==> src/rtl/rv32i_bus_pkg.sv <==
// Shared types and constants for the RV32I data-side APB bridge.
package rv32i_bus_pkg;

  typedef enum logic [1:0] {IDLE, SETUP, ACCESS, DONE} bus_state_e;

  localparam logic [2:0] F3_LB  = 3'd0;
  localparam logic [2:0] F3_LH  = 3'd1;
  localparam logic [2:0] F3_LW  = 3'd2;
  localparam logic [2:0] F3_LBU = 3'd4;
  localparam logic [2:0] F3_LHU = 3'd5;
  localparam logic [2:0] F3_SB  = 3'd0;
  localparam logic [2:0] F3_SH  = 3'd1;
  localparam logic [2:0] F3_SW  = 3'd2;

  localparam logic [15:0] BASE_HI_DEFAULT = 16'h1000;

  // Codes 3, 6 and 7 have no RV32I load/store meaning and are always rejected.
  function automatic logic is_misaligned(input logic [2:0] f3, input logic [1:0] off);
    logic bad;
    case (f3)
      F3_LB, F3_LBU: bad = 1'b0;
      F3_LH, F3_LHU: bad = off[0];
      F3_LW:         bad = |off;
      default:       bad = 1'b1;
    endcase
    return bad;
  endfunction

endpackage

==> src/rtl/rv32i_lsu_align.sv <==
// Byte-lane handling for the bridge: store strobes/replication and load extraction/extension.
module rv32i_lsu_align
  import rv32i_bus_pkg::*;
(
  input  logic [2:0]  func3,
  input  logic [1:0]  byte_off,
  input  logic [31:0] wdata,
  input  logic [31:0] rdata,
  output logic [3:0]  strb,
  output logic [31:0] wdata_lanes,
  output logic [31:0] rdata_ext,
  output logic        misalign
);

  logic [31:0] lane;

  always_comb begin
    misalign = is_misaligned(func3, byte_off);

    case (func3[1:0])
      2'd0: begin
        strb        = 4'b0001 << byte_off;
        wdata_lanes = {4{wdata[7:0]}};
      end
      2'd1: begin
        strb        = 4'b0011 << byte_off;
        wdata_lanes = {2{wdata[15:0]}};
      end
      default: begin
        strb        = 4'b1111;
        wdata_lanes = wdata;
      end
    endcase

    lane = rdata >> {byte_off, 3'b000};
    case (func3)
      F3_LB:   rdata_ext = {{24{lane[7]}}, lane[7:0]};
      F3_LBU:  rdata_ext = {24'h0, lane[7:0]};
      F3_LH:   rdata_ext = {{16{lane[15]}}, lane[15:0]};
      F3_LHU:  rdata_ext = {16'h0, lane[15:0]};
      default: rdata_ext = lane;
    endcase
  end

endmodule

==> src/rtl/rv32i_apb_bridge.sv <==
// Core data-port to APB master bridge: decode, one APB transfer per request, timeout abort.
module rv32i_apb_bridge
  import rv32i_bus_pkg::*;
#(
  parameter int unsigned NSLV    = 4,
  parameter int unsigned TIMEOUT = 255,
  parameter logic [15:0] BASE_HI = BASE_HI_DEFAULT
) (
  input  logic            clk,
  input  logic            reset,
  input  logic            d_req,
  input  logic            d_wr_en,
  input  logic [31:0]     dAddr,
  input  logic [31:0]     dWdata,
  input  logic [2:0]      d_func3,
  output logic [31:0]     dRdata,
  output logic            d_done,
  output logic            d_err,
  output logic [NSLV-1:0] PSEL,
  output logic            PENABLE,
  output logic            PWRITE,
  output logic [31:0]     PADDR,
  output logic [31:0]     PWDATA,
  output logic [3:0]      PSTRB,
  input  logic [31:0]     PRDATA,
  input  logic            PREADY,
  input  logic            PSLVERR
);

  localparam int unsigned CW = (TIMEOUT > 1) ? $clog2(TIMEOUT) : 1;

  bus_state_e     state;
  logic [CW-1:0]  wait_cnt;
  logic [2:0]     func3_q;
  logic [1:0]     off_q;
  logic [2:0]     al_func3;
  logic [1:0]     al_off;
  logic [3:0]     al_strb;
  logic [31:0]    al_wdata;
  logic [31:0]    al_rdata;
  logic           al_misalign;
  logic           hit;
  logic [NSLV-1:0] sel_onehot;

  // One aligner serves both directions: live request fields while decoding in
  // IDLE, the latched width/offset once the transfer is under way.
  always_comb begin
    al_func3   = (state == IDLE) ? d_func3 : func3_q;
    al_off     = (state == IDLE) ? dAddr[1:0] : off_q;
    hit        = (dAddr[31:16] == BASE_HI) && (32'(dAddr[15:12]) < NSLV) && !al_misalign;
    sel_onehot = NSLV'(1) << dAddr[15:12];
  end

  rv32i_lsu_align u_align (
    .func3       (al_func3),
    .byte_off    (al_off),
    .wdata       (dWdata),
    .rdata       (PRDATA),
    .strb        (al_strb),
    .wdata_lanes (al_wdata),
    .rdata_ext   (al_rdata),
    .misalign    (al_misalign)
  );

  always_ff @(posedge clk) begin
    if (reset) begin
      state    <= IDLE;
      wait_cnt <= '0;
      func3_q  <= '0;
      off_q    <= '0;
      PSEL     <= '0;
      PENABLE  <= 1'b0;
      PWRITE   <= 1'b0;
      PADDR    <= '0;
      PWDATA   <= '0;
      PSTRB    <= '0;
      dRdata   <= '0;
      d_done   <= 1'b0;
      d_err    <= 1'b0;
    end else begin
      case (state)
        IDLE: begin
          if (d_req) begin
            func3_q <= d_func3;
            off_q   <= dAddr[1:0];
            if (hit) begin
              PSEL   <= sel_onehot;
              PWRITE <= d_wr_en;
              PADDR  <= {dAddr[31:2], 2'b00};
              PWDATA <= al_wdata;
              PSTRB  <= d_wr_en ? al_strb : '0;
              state  <= SETUP;
            end else begin
              d_done <= 1'b1;
              d_err  <= 1'b1;
              dRdata <= '0;
              state  <= DONE;
            end
          end
        end
        SETUP: begin
          PENABLE  <= 1'b1;
          wait_cnt <= '0;
          state    <= ACCESS;
        end
        ACCESS: begin
          if (PREADY) begin
            PSEL    <= '0;
            PENABLE <= 1'b0;
            d_done  <= 1'b1;
            d_err   <= PSLVERR;
            dRdata  <= (PWRITE || PSLVERR) ? '0 : al_rdata;
            state   <= DONE;
          end else if (wait_cnt == CW'(TIMEOUT - 1)) begin
            PSEL    <= '0;
            PENABLE <= 1'b0;
            d_done  <= 1'b1;
            d_err   <= 1'b1;
            dRdata  <= '0;
            state   <= DONE;
          end else begin
            wait_cnt <= wait_cnt + CW'(1);
          end
        end
        DONE: begin
          d_done <= 1'b0;
          d_err  <= 1'b0;
          state  <= IDLE;
        end
        default: state <= IDLE;
      endcase
    end
  end

endmodule

==> config.mk <==
export PLATFORM = sky130hd
export DESIGN_NAME = rv32i_apb_bridge
export DESIGN_NICKNAME = d
export VERILOG_FILES = /design/src/rtl/rv32i_bus_pkg.sv /design/src/rtl/rv32i_lsu_align.sv /design/src/rtl/rv32i_apb_bridge.sv
export SDC_FILE = /design/constraint.sdc
export NUM_CORES = 1
export LEC_CHECK = 0
export ABC_AREA = 1
export BUFFER_PORTS_ARGS = -buffer_cell sky130_fd_sc_hd__clkbuf_2
export CAP_MARGIN = 5
export CORE_ASPECT_RATIO = 0.8
export CORE_MARGIN = 1.5
export CORE_UTILIZATION = 33
export DETAILED_ROUTE_END_ITERATION = 7
export HOLD_SLACK_MARGIN = 0.15
export PLACE_DENSITY = 0.6
export SLEW_MARGIN = 0
export SYNTH_ARGS = -nofsm -noshare
export SYNTH_HDL_FRONTEND = slang
export SYNTH_HIERARCHICAL = 1
export SYNTH_SLANG_ARGS = --single-unit
==> constraint.sdc <==
create_clock -name clk -period 3.8 [get_ports clk]
set_input_delay 0.38 -clock clk [delete_from_list [all_inputs] [get_ports clk]]
set_output_delay 0.38 -clock clk [all_outputs]
set_load 0.02 [all_outputs]
Yosys cells after proc, flatten, opt, wreduce, memory -nomap -nowiden
Cells that the tools add are included.

Memory bits (read-only): 0. Flip-flop bits (word level): 121. Latch bits: 0. Memories kept: 0. Memory bits (writable): 0. Input port bits: 105.

Add/sub/neg operators: 1. Bitwise gates (word level): 0. Equality and inequality tests: 16. Multiplexer cells: 36. Shifts and indexed selects: 4. Multipliers: 0. Reduce and logical (&&, ||, !) cells: 21. Div/mod/pow operators: 0. Order comparisons: 1.

Operators with widths (count): $mux 32 (5); $pmux 32 s2 (2); $pmux 32 s4 (1); $shr 32x5->32 (1); $mux 4 (5); $eq 16x13->1 const B (1); $mux 8 (2); $pmux 4 s2 (2); $pmux 8 s2 (1); $reduce_and 4->1 (3); $mux 2 (5); $ne 2x2->1 const B (5); $pmux 1 s3 (3); $add 8x1->8 const B (1); $eq 8x8->1 const B (1); $pmux 2 s4 (1); $mux 1 (7); $eq 3x3->1 const B (2); $reduce_and 2->1 (3); $reduce_and 3->1 (2); $reduce_or 2->1 (3); $eq 2x1->1 const B (2); $eq 2x2->1 const B (2); $logic_not 2->1 (2); 15 further kinds (17).

Logic depth before layout (Yosys ltp)
Depth in word-level cells: 10. Mapped depth: 23. Gate-level depth less buffers: 17.

By module
Netlist, hierarchy kept.

By module, submodules not included: rv32i_apb_bridge (seq. area each 2422.3 µm², times used 1, area each 5064.9 µm², cells each 698); rv32i_lsu_align (seq. area each 0.0 µm², times used 1, area each 1174.9 µm², cells each 257).

Least setup slack after synthesis
Ideal clock, no wire load.

Path kind: register -> register. Start: reg state[0]. End: reg PSTRB[1]. Clock period less this slack: 2.898 ns. Cell stages (with the launch flop): 21. Library setup time: 0.132 ns. Arrival time: 2.766 ns. Path slack: 0.902 ns. Data required time: 3.668 ns. Cell sequence: dfxtp_1 -> inv_1 -> ha_1 -> buf_2 -> clkbuf_1 -> nand2_1 -> o21ai_0 -> buf_4 -> inv_2 -> buf_6 -> clkbuf_1 -> o21ai_0 -> nor2_1 -> nand3_1 -> nor2_1 -> nand3_2 -> inv_2 -> nand2_1 -> buf_2 -> nand2_1 -> a21oi_1.

Elaborated cells on any way between the ends: 21. Those cells by class: eq/ne (5); shift (2); mux (5); reduce/logical (9).

RTL lines: start: declaration (RTL line rv32i_apb_bridge.sv:32) `bus_state_e state;`; start signal: assignment (RTL line rv32i_apb_bridge.sv:67) `state <= IDLE;`; start signal: assignment (RTL line rv32i_apb_bridge.sv:92) `state <= SETUP;`; start signal: assignment (RTL line rv32i_apb_bridge.sv:97) `state <= DONE;`; $logic_not 2->1 * (RTL line rv32i_apb_bridge.sv:49) `al_off = (state == IDLE) ? dAddr[1:0] : off_q;`; $mux 2 * (RTL line rv32i_apb_bridge.sv:49); named net al_off[0] (RTL line rv32i_apb_bridge.sv:37) `logic [1:0] al_off;`; $reduce_or 2->1 (RTL line rv32i_bus_pkg.sv:23) `F3_LW: bad = |off;`; $pmux 1 s3 * (RTL line rv32i_bus_pkg.sv:20) `case (f3)`; named net al_misalign (RTL line rv32i_apb_bridge.sv:41) `logic al_misalign;`; $logic_not 1->1 * (RTL line rv32i_apb_bridge.sv:50) `hit = (dAddr[31:16] == BASE_HI) && (32'(dAddr[15:12]) < NSLV) && !al_misalign;`; $logic_and 1x1->1 * (RTL line rv32i_apb_bridge.sv:50); $reduce_and 3->1 (no source line) *; end signal: assignment (RTL line rv32i_apb_bridge.sv:91) `PSTRB <= d_wr_en ? al_strb : '0;`; end: declaration (RTL line rv32i_apb_bridge.sv:24) `output logic [3:0] PSTRB,`.

Mark *: on every way through the listed nets, which the timed path passes. The rest lies on a longest branch. A chain may end at the register's enable or synchronous reset.

Worst setup path in the final report
Start: reg state[0]. End: reg PSTRB[0].

Elaborated cells on any way between the ends: 21. Those cells by class: eq/ne (5); shift (2); mux (5); reduce/logical (9).

RTL lines (RTL line): $logic_not 2->1 (rv32i_apb_bridge.sv:49); $mux 2 (rv32i_apb_bridge.sv:49); named net al_off[1] (rv32i_apb_bridge.sv:37); $reduce_or 2->1 (rv32i_bus_pkg.sv:23); $pmux 1 s3 (rv32i_bus_pkg.sv:20); named net al_misalign (rv32i_apb_bridge.sv:41); $logic_not 1->1 (rv32i_apb_bridge.sv:50); $logic_and 1x1->1 (rv32i_apb_bridge.sv:50); $reduce_and 3->1 (no source line).

The timed path passes the listed nets, and every way through them passes these cells.

==> key figures <==
Run status
  – Status: finished, final reports clean

Synth
  – Area share of fa/ha/maj cells after synthesis: 0.0120
  – Synth Register Bits: 121
  – Mapped Area: between 0.006 and 0.007 mm²
  – Top post-synthesis cells by area: dfxtp_1, nand2_1, nor2_1
  – Multiplexer share of the synthesized area: 0
  – Simple logic cell fraction of the synthesized area: 0.386
  – Share of flip-flops with an asynchronous set or reset: 0
  – Syn Area/Cell: 6.53 µm²
  – Netlist cell types: 40
  – YS warnings: 6
  – Xor/xnor cell area share of the yosys netlist: 0.00140
  – Post-Syn Instances: 955
  – Synth Area in Compound Gates: 0.105
  – Main combinational cell family by area after synthesis: simple AND/OR/NAND/NOR gates
  – Primary FF master, synth: dfxtp_1
  – Sequential share of the synthesized area: 0.388
  – Number of flops mapped to enable cells by yosys: 0
  – Top cell type's share of synthesized area: 0.388
  – Synth area leader: dfxtp_1

Place
  – Port Buf Inserts: 210
  – Pre-CTS setup slack: 479 ps
  – Detailed Place HPWL: 13900 µm
  – Placed cells: 1366
  – DP Area: 0.00735 mm²
  – Placer Congestion: 0.873

Final layout
  – N_diodes: 0
  – Area growth, synth to finish: 28.2%
  – Nets: 1243
  – Commonest non-fill, non-tap cell in the layout: nand2_1
  – Highest-count cells in the layout ignoring fill and taps: nand2_1, clkbuf_2, nor2_1
  – Design area: 0.00800 mm²
  – Layout cells sized above 1: 0.261
  – Post-Layout Cell Count: 1398

GRT
  – GR Overflow Total: 0
  – First-pass GRT wire length: 31000 µm
  – Pin count of the biggest net entering global routing: between 50 and 60
  – Vias in the first global route: 5844
  – Initial antenna violation count: 2
  – Gr usage total: 0.201

Timing
  – Final min period: roughly 3300 ps
  – Worst-margin pin slew: 769 ps
  – Slew Limit Headroom: 0.484
  – TNS Setup: 0 ps
  – Setup violators final: 0
  – Final worst slack: between 400 and 500 ps
  – Slew Viols, Final: 0
  – Clk_skew: 9.08 ps
  – Max Fclk: 0.301 GHz
  – WHS: ~180 ps
  – Fin. Hold Viols: 0
  – Final Cycle Share: 0.873
  – RSZ-0062 raised after global routing: no

Critical path
  – Startpoint types: register
  – Crit path arrival time: roughly 3600 ps
  – Crit path kind: register to register
  – Crit path required time: 4090 ps
  – Crit-path max FO: 24
  – Setup crit end kind: register

Floorplanning
  – Std-Cell Rows: 44
  – Chip width: ~160 µm
  – Die area: around 0.020 mm²
  – Die height: 126 µm
  – Top Ports: 213
  – Initial Utilization: 0.340
  – Core area: roughly 0.018 mm²

Clocking
  – CTS Buf Count: 17
  – Cts repair resizes: 0
  – Post-CTS Setup Inserts: 0
  – Hold Buf Count CTS: 0
  – CTS tree: done
  – H-tree levels: 4
  – Clock Path Buffers: 2
  – Clock sink count: between 100 and 150
  – Clk slew on worst S/H paths: about 60 ps
  – Root Buffer Master: clkbuf_16
  – Worst skew pair latency: 420 ps

Power
  – VDD IR max: roughly 0.00037 V
  – P per Cell Area: approximately 790 mW/mm²
  – Leak: between 4 and 5 nW

Drt
  – DR DRC count: 0
  – Routed vias: about 6.4k
  – DRT iter0 DRCs: 348
  – First-pass DRT Iterations: 5
  – Vias per inst: 4.58
  – Routed WL per cell: approximately 14 µm
  – Post-DRT Antenna Nets: 0
  – Final WL: 19300 µm

Flow run
  – Max-cap viol count: 0

Min path
  – Worst Hold Class: primary input to register
[routing by layer]
layer  part of all wire  wire, µm  vias up  track usage
met4              0.014       271        2       0.0700
met2               0.44      8440      151        0.304
met3              0.065      1250       22       0.0578
met1               0.48      9300     2872        0.273
li1                   -         -     3351            -
met5            0.00067        13        -            0
[final timing paths]
check,end,startpoint,depth (start not counted),slack (ps)
worst max-delay path,PSTRB[0],state[0],15,480
worst min-delay path,PADDR[10],dAddr[10],3,180
worst max register to register,PSTRB[0],state[0],15,480
worst min register to register,func3_q[0],func3_q[0],2,450
[power by group]
part / total [mW] / internal (mW) / leakage, nW / switching (mW)
sequential: 1.61 / 1.49 / 0.983 / 0.124
clock: 1.78 / 1.17 / 0.317 / 0.609
combinational: 2.92 / 0.908 / 2.89 / 2.01
total: 6.31 / 3.56 / 4.19 / 2.74
[stage by stage]
step	util	total power, mW
floorplan	-	3.93
global placement	0.401	4.53
detailed placement	0.401	4.55
CTS	0.436	6.36
global route	0.436	6.81
finish	0.436	6.31
[registers in the layout, indices dropped and copies added, names as in the netlist]
signal	cells
PADDR	30
PENABLE	1
PSEL	4
PSTRB	4
PWDATA	32
PWRITE	1
dRdata	32
d_done	1
d_err	1
func3_q	3
off_q	2
state	2
wait_cnt	8
[Yosys cell counts, types with 2 or more instances]
master / instances
nand2_4: 3
a21oi_1: 40
ha_1: 6
nor4_1: 2
buf_2: 11
o21ai_0: 59
clkbuf_1: 23
buf_6: 8
buf_1: 4
dfxtp_1: 121
o211ai_1: 10
nor3_1: 2
nand2_2: 2
o21ai_1: 13
inv_2: 4
nor2_8: 2
nand2_1: 251
or2_2: 2
buf_4: 16
inv_1: 72
nand4_1: 4
nor2_1: 185
nor2_2: 24
nand3_1: 73
nand3_2: 3
[logic make-up after synthesis]
| family | Yosys count |
|---|---|
| other | 1 |
| DFF | 121 |
| xor gates and xnor gates | 1 |
| AOI/OAI and AO/OA | 125 |
| and+or+nand+nor | 560 |
| adders and majority gates | 6 |
| buffers and inverters | 141 |
[worst max-delay path, cell delays in order, from the launching register on]
cell     delay (ps)
dfxtp_1         340
inv_1            90
ha_1            540
o21ai_1         190
inv_2           330
nand3_1         120
nand2_1          70
o21ai_0         100
nor2_1          100
nand3_1          70
nor2_1          150
nand3_2         200
inv_2           170
nand2_1         430
nand2_1         200
a21oi_1          80
[layout make-up]
type | instances | area (µm²)
Sequential cell | 121 | 2420
Fill cell | 2003 | 10300
Tap cell | 253 | 317
Clock buffer | 22 | 484
Timing Repair Buffer | 220 | 1150
Multi-Input combinational cell | 694 | 3170
Clock inverter | 10 | 164
Inverter | 78 | 294
Power figures use the tool's default switching activity.
